==> src/rtl/prog_mem_pkg.sv <==
// rtl/prog_mem_pkg.sv - shared state encoding and defaults for the program memory
package prog_mem_pkg;

  // Loader state machine encoding
  typedef enum logic [1:0] {
    ST_IDLE = 2'd0,
    ST_LOAD = 2'd1,
    ST_DONE = 2'd2
  } state_t;

  // Word handed to the core while stalled or when fetching past the array
  localparam int NOP_WORD_DEFAULT = 0;

endpackage

==> src/rtl/prog_mem_array.sv <==
// rtl/prog_mem_array.sv - DEPTH x DATA_W storage, sync write port, async read port
module prog_mem_array #(
  parameter int DATA_W = 8,
  parameter int ADDR_W = 8,
  parameter int DEPTH  = 1 << ADDR_W
) (
  input  logic              i_clk,
  input  logic              i_we,
  input  logic [ADDR_W-1:0] i_waddr,
  input  logic [DATA_W-1:0] i_wdata,
  input  logic [ADDR_W-1:0] i_raddr,
  output logic [DATA_W-1:0] o_rdata
);

  // Index width matches the array so small DEPTH values still slice cleanly
  localparam int IDX_W = (DEPTH > 1) ? $clog2(DEPTH) : 1;

  logic [DATA_W-1:0] r_mem [DEPTH];
  logic [IDX_W-1:0]  w_widx;
  logic [IDX_W-1:0]  w_ridx;

  assign w_widx = i_waddr[IDX_W-1:0];
  assign w_ridx = i_raddr[IDX_W-1:0];

  // Write port: contents are deliberately not reset
  always_ff @(posedge i_clk) begin
    if (i_we) begin
      r_mem[w_widx] <= i_wdata;
    end
  end

  // Read port: out-of-range addresses read as zero, the top substitutes NOP
  always_comb begin
    o_rdata = '0;
    if (32'(i_raddr) < DEPTH) begin
      o_rdata = r_mem[w_ridx];
    end
  end

endmodule

==> src/rtl/prog_mem.sv <==
// rtl/prog_mem.sv - instruction memory with streaming program loader and checksum
module prog_mem
  import prog_mem_pkg::*;
#(
  parameter int                DATA_W   = 8,
  parameter int                ADDR_W   = 8,
  parameter int                DEPTH    = 1 << ADDR_W,
  parameter logic [DATA_W-1:0] NOP_WORD = DATA_W'(NOP_WORD_DEFAULT)
) (
  input  logic              i_clock,
  input  logic              i_reset,
  input  logic [ADDR_W-1:0] i_cpu_addr,
  output logic [DATA_W-1:0] o_cpu_rdata,
  output logic              o_cpu_stall,
  input  logic              i_ld_start,
  input  logic [ADDR_W:0]   i_ld_len,
  input  logic              i_ld_valid,
  input  logic [DATA_W-1:0] i_ld_data,
  output logic              o_ld_ready,
  output logic              o_ld_busy,
  output logic              o_ld_done,
  output logic [DATA_W-1:0] o_ld_sum
);

  localparam logic [ADDR_W:0] DEPTH_L = (ADDR_W + 1)'(DEPTH);
  localparam logic [ADDR_W:0] ONE_L   = (ADDR_W + 1)'(1);

  state_t            r_state;
  state_t            w_state_nxt;
  logic [ADDR_W-1:0] r_wptr;
  logic [ADDR_W:0]   r_remaining;
  logic [DATA_W-1:0] r_sum;
  logic [ADDR_W:0]   w_len_clamped;
  logic              w_accept;
  logic              w_busy;
  logic              w_start;
  logic [DATA_W-1:0] w_arr_rdata;

  assign w_len_clamped = (i_ld_len > DEPTH_L) ? DEPTH_L : i_ld_len;
  assign w_busy        = (r_state != ST_IDLE);
  assign w_start       = (r_state == ST_IDLE) && i_ld_start;

  // Next-state and registered-state decoded outputs
  always_comb begin
    w_state_nxt = r_state;
    w_accept    = 1'b0;
    o_ld_ready  = 1'b0;
    o_ld_done   = 1'b0;
    case (r_state)
      ST_IDLE: begin
        if (i_ld_start) begin
          w_state_nxt = (w_len_clamped == '0) ? ST_DONE : ST_LOAD;
        end
      end
      ST_LOAD: begin
        o_ld_ready = 1'b1;
        w_accept   = i_ld_valid;
        if (i_ld_valid && (r_remaining == ONE_L)) begin
          w_state_nxt = ST_DONE;
        end
      end
      ST_DONE: begin
        o_ld_done   = 1'b1;
        w_state_nxt = ST_IDLE;
      end
      default: w_state_nxt = ST_IDLE;
    endcase
  end

  // State register plus write pointer, word counter and running checksum
  always_ff @(posedge i_clock) begin
    if (i_reset) begin
      r_state     <= ST_IDLE;
      r_wptr      <= '0;
      r_remaining <= '0;
      r_sum       <= '0;
    end else begin
      r_state <= w_state_nxt;
      if (w_start) begin
        r_remaining <= w_len_clamped;
        r_wptr      <= '0;
        r_sum       <= '0;
      end else if (w_accept) begin
        r_remaining <= r_remaining - ONE_L;
        r_wptr      <= r_wptr + 1'b1;
        r_sum       <= r_sum + i_ld_data;
      end
    end
  end

  prog_mem_array #(
    .DATA_W (DATA_W),
    .ADDR_W (ADDR_W),
    .DEPTH  (DEPTH)
  ) u_array (
    .i_clk   (i_clock),
    .i_we    (w_accept && !i_reset),
    .i_waddr (r_wptr),
    .i_wdata (i_ld_data),
    .i_raddr (i_cpu_addr),
    .o_rdata (w_arr_rdata)
  );

  assign o_cpu_stall = w_busy;
  assign o_ld_busy   = w_busy;
  assign o_ld_sum    = r_sum;
  assign o_cpu_rdata = (w_busy || (32'(i_cpu_addr) >= DEPTH)) ? NOP_WORD : w_arr_rdata;

endmodule

==> config.mk <==
export PLATFORM = sky130hd
export DESIGN_NAME = prog_mem
export DESIGN_NICKNAME = d
export VERILOG_FILES = /design/src/rtl/prog_mem_pkg.sv /design/src/rtl/prog_mem_array.sv /design/src/rtl/prog_mem.sv
export SDC_FILE = /design/constraint.sdc
export NUM_CORES = 2
export LEC_CHECK = 0
export ABC_AREA = 1
export BUFFER_PORTS_ARGS = -buffer_cell sky130_fd_sc_hd__buf_4
export CAP_MARGIN = 5
export CORE_MARGIN = 3
export CORE_UTILIZATION = 28
export CTS_CLUSTER_DIAMETER = 100
export DETAILED_ROUTE_END_ITERATION = 7
export PLACE_DENSITY = 0.39
export SETUP_SLACK_MARGIN = 0.3
export SLEW_MARGIN = 10
export SYNTH_ARGS = -nofsm -noshare
export SYNTH_HDL_FRONTEND = slang
export SYNTH_SLANG_ARGS = --single-unit
==> constraint.sdc <==
create_clock -name i_clock -period 3.8 [get_ports i_clock]
set_clock_uncertainty 0.05 [all_clocks]
set_input_delay 0.19 -clock i_clock [delete_from_list [all_inputs] [get_ports i_clock]]
set_output_delay 0.19 -clock i_clock [all_outputs]
set_load 0.01 [all_outputs]
==> impl_results.md <==
- Net count after synthesis: about 7300
- Post-Syn Area: 84900 sq um
- Syn Area/Cell: about 12 sq um
- R2R depth: 7
- DR vias: 56300
- Max VDD drop: 0.000407 V
- Hold WS: 230 ps
- Post-DP Area: 90800 sq um
- DRT iter0 DRCs: 5616
- # setup viols final: 0
- Largest area contributor in the netlist: edfxtp_1
- Yosys cell types: 38
- Sequential power share: 0.500
- Overflow after GRT: 0
- Clock network power share: 0.434
- First-pass GRT wire length: ~410 mm
- Top FF cell, synth: edfxtp_1
- Initial Utilization: 0.282
- Crit path required time: 3560 ps
- Worst path cell trace: buf_8, inv_16, buf_12, buf_4, nand2_1, nand3_1, nand3_1, nand3_1, nand3_1, nand3_1, nand3_1, nand3_1, buf_4, nand2_1, nor2_2, buf_4
- FF+latch count, synth: between 2000 and 2500
- Switching pwr: 11800 uW
- Clock Sinks: slightly above 2000
- Pint: slightly below 40000 uW
- Leakage: 0.0338 uW
- Dominant cells by area after synthesis: edfxtp_1 72%, nand3_1 11%, nand2_1 9.3%
- Setup TNS: 0 ps
- Slowest stage cell, crit path: nand3_1
- Ports: 49
- GRT Total Usage: 0.181
- Deepest clock path buffer count: 4
- Setup CP Type: in2out
- CP endpoint kind: output pin
- Cells after synthesis: 7227
- Overall Power: between 50000 and 60000 uW
- Worst hold path class: in2reg
- Area growth syn-to-layout: 16.0%
- Setup WS pre-CTS: 96.0 ps
- Port Buffers: 48
- WL final: approximately 290 mm
- Die area: 310000 sq um
- Die X: 557 microns
- Initial antenna violation count: 23
- Vias in the first global route: roughly 55000
- CTS tree: yes
- Routed Antenna Nets: 0
- Total CTS buffers: 239
- Minimum clock period: 3440 ps
- Hold path depth: 2
- Vias per cell: 4.90
- DR DRC count: 0
- Cell Pwr Density: ~510 nW/um^2
- # rows: 201
- Routability Congestion: 0.819
- Clock Latency Late Sink: 910 ps
- Pre-Repair DR Iteration Count: 5
- Fmax: 291 MHz
- Status: completed
- MaxCap Viol Count: 0
- Clock Pin Slew Worst Setup and Hold Paths: approximately 50 ps
- Hpwl dp: 164 mm
- Max stage delay on crit path: 320 ps
- Relative slew slack: 0.340
- Worst setup SP type: primary input
- Height of the die: 557 microns
- Most frequent CP cell: nand3_1
- Layout net count: 7386
- H-tree depth: 4
- Finished Cell Area: 98500 sq um
- Final Max Tran Viols: 0
- Combinational share of power: 0.066
- Seq/Total Area, Yosys: 0.731
- Fin. Hold Viols: 0
- Core Area: between 300000 and 400000 sq um
- Top-count cell post-synth: nand2_1
- Synth top cells by count: 2107 x nand2_1, 2048 x edfxtp_1, 1938 x nand3_1, 384 x nor2_1, 224 x buf_2
- Post-synth EDFFs: 2048
- RSZ-0062 raised after global routing: no
- Slew @ Worst Pin: 986 ps
- Top cell type's share of synthesized area: 0.725
- Root buf cell: clkbuf_16
- Period utilisation layout: 0.904
- Ys async rst share: 0
- Share of cells above drive strength 1: 0.0879
- Routed len/inst: 24.9 microns
- Yosys Warn Count: 0
- Crit path max fanout: 42
- Largest net degree at the start of global routing: 136
- Final critical-path setup slack: 365 ps
- Switching Share: 0.234
- Worst Path Arrival: roughly 3200 ps
[cell families after synthesis]
logic type,after synthesis,share of synthesized area
xor+xnor,12,0.00124
buf+inv,560,0.0319
fa+ha+maj,14,0.00215
simple gates,4445,0.226
flops,2075,0.731
compound gates,121,0.00784
[layer usage]
layer	wire, microns	track usage	part of all wire	up-vias
li1	-	-	-	25900
met3	13900	0.0197	0.049	374
met2	133000	0.288	0.46	1627
met5	0	0	0	-
met1	132000	0.260	0.46	28400
met4	7450	0.0486	0.026	0
[final timing paths]
path                                     start              endpoint  slack (ps)
worst min register to register  r_remaining[7]        r_remaining[7]         440
worst min-delay path              i_ld_data[0]  u_array.r_mem[69][0]         230
worst max-delay path             i_cpu_addr[0]        o_cpu_rdata[4]         360
worst max register to register      r_state[0]  u_array.r_mem[74][7]         680
[cell usage in the layout, fill, tap and decap left out, types with 7 or more instances in the layout]
cell type	netlist	routed
edfxtp_1	2048	2048
inv_1	66	63
nor2_1	384	377
clkbuf_8	0	8
o22ai_1	16	16
o21ai_0	49	49
dlygate4sd3_1	0	41
nand2_1	2107	2102
nand3_2	0	11
ha_1	13	13
nand3_1	1938	1927
xor2_1	8	8
clkbuf_16	0	241
clkinv_1	0	57
nand4_1	7	7
a21oi_1	40	40
buf_8	1	11
dfxtp_1	27	27
clkbuf_1	140	63
clkinv_2	0	29
buf_4	52	248
bufinv_16	0	13
buf_12	0	63
[sequential cells by signal, summed over array words and instances, names as in the netlist]
name           flops
u_array.r_mem   2048
r_remaining        9
r_wptr             8
o_ld_sum           8
r_state            2
[critical path: cells and delay by family]
family / cells / cell delay [ps]
AND/OR/NAND/NOR: 10 / 1660
buffers and inverters: 6 / 1200
[metrics by stage]
step	cells	util
after detailed placement	11000	0.302
after CTS	11500	0.327
after global routing	11500	0.327
after floorplan	7227	-
final	11500	0.327
after global placement	11000	0.302
[power groups by stage]
stage	clock (uW)	combinational, uW	sequential [uW]
2_1_floorplan	0	1630	25700
3_3_place_gp	0	3310	25700
3_5_place_dp	0	3300	25700
4_1_cts	22400	3360	25200
5_1_grt	23300	3590	25200
6_report	21900	3300	25200
[final cells by class]
class / instances / area (sq um)
well taps: 3958 / 4950
repair buffers: 364 / 3710
fillers: 30200 / 202000
clock inverters: 108 / 857
flip-flops and latches: 2075 / 62000
multi-input cells: 4592 / 20200
inverters: 71 / 304
diodes: 4 / 10.0
clock buffers: 312 / 6380
[repair_timing]
action                                  in CTS  in global routing
hold buffers                                41                  0
resized for setup                            9                  6
setup buffers                                0                  0
endpoints found under the setup margin       7                  5
endpoints found under the hold margin      556                  0
(Power assumes the default switching activity.)
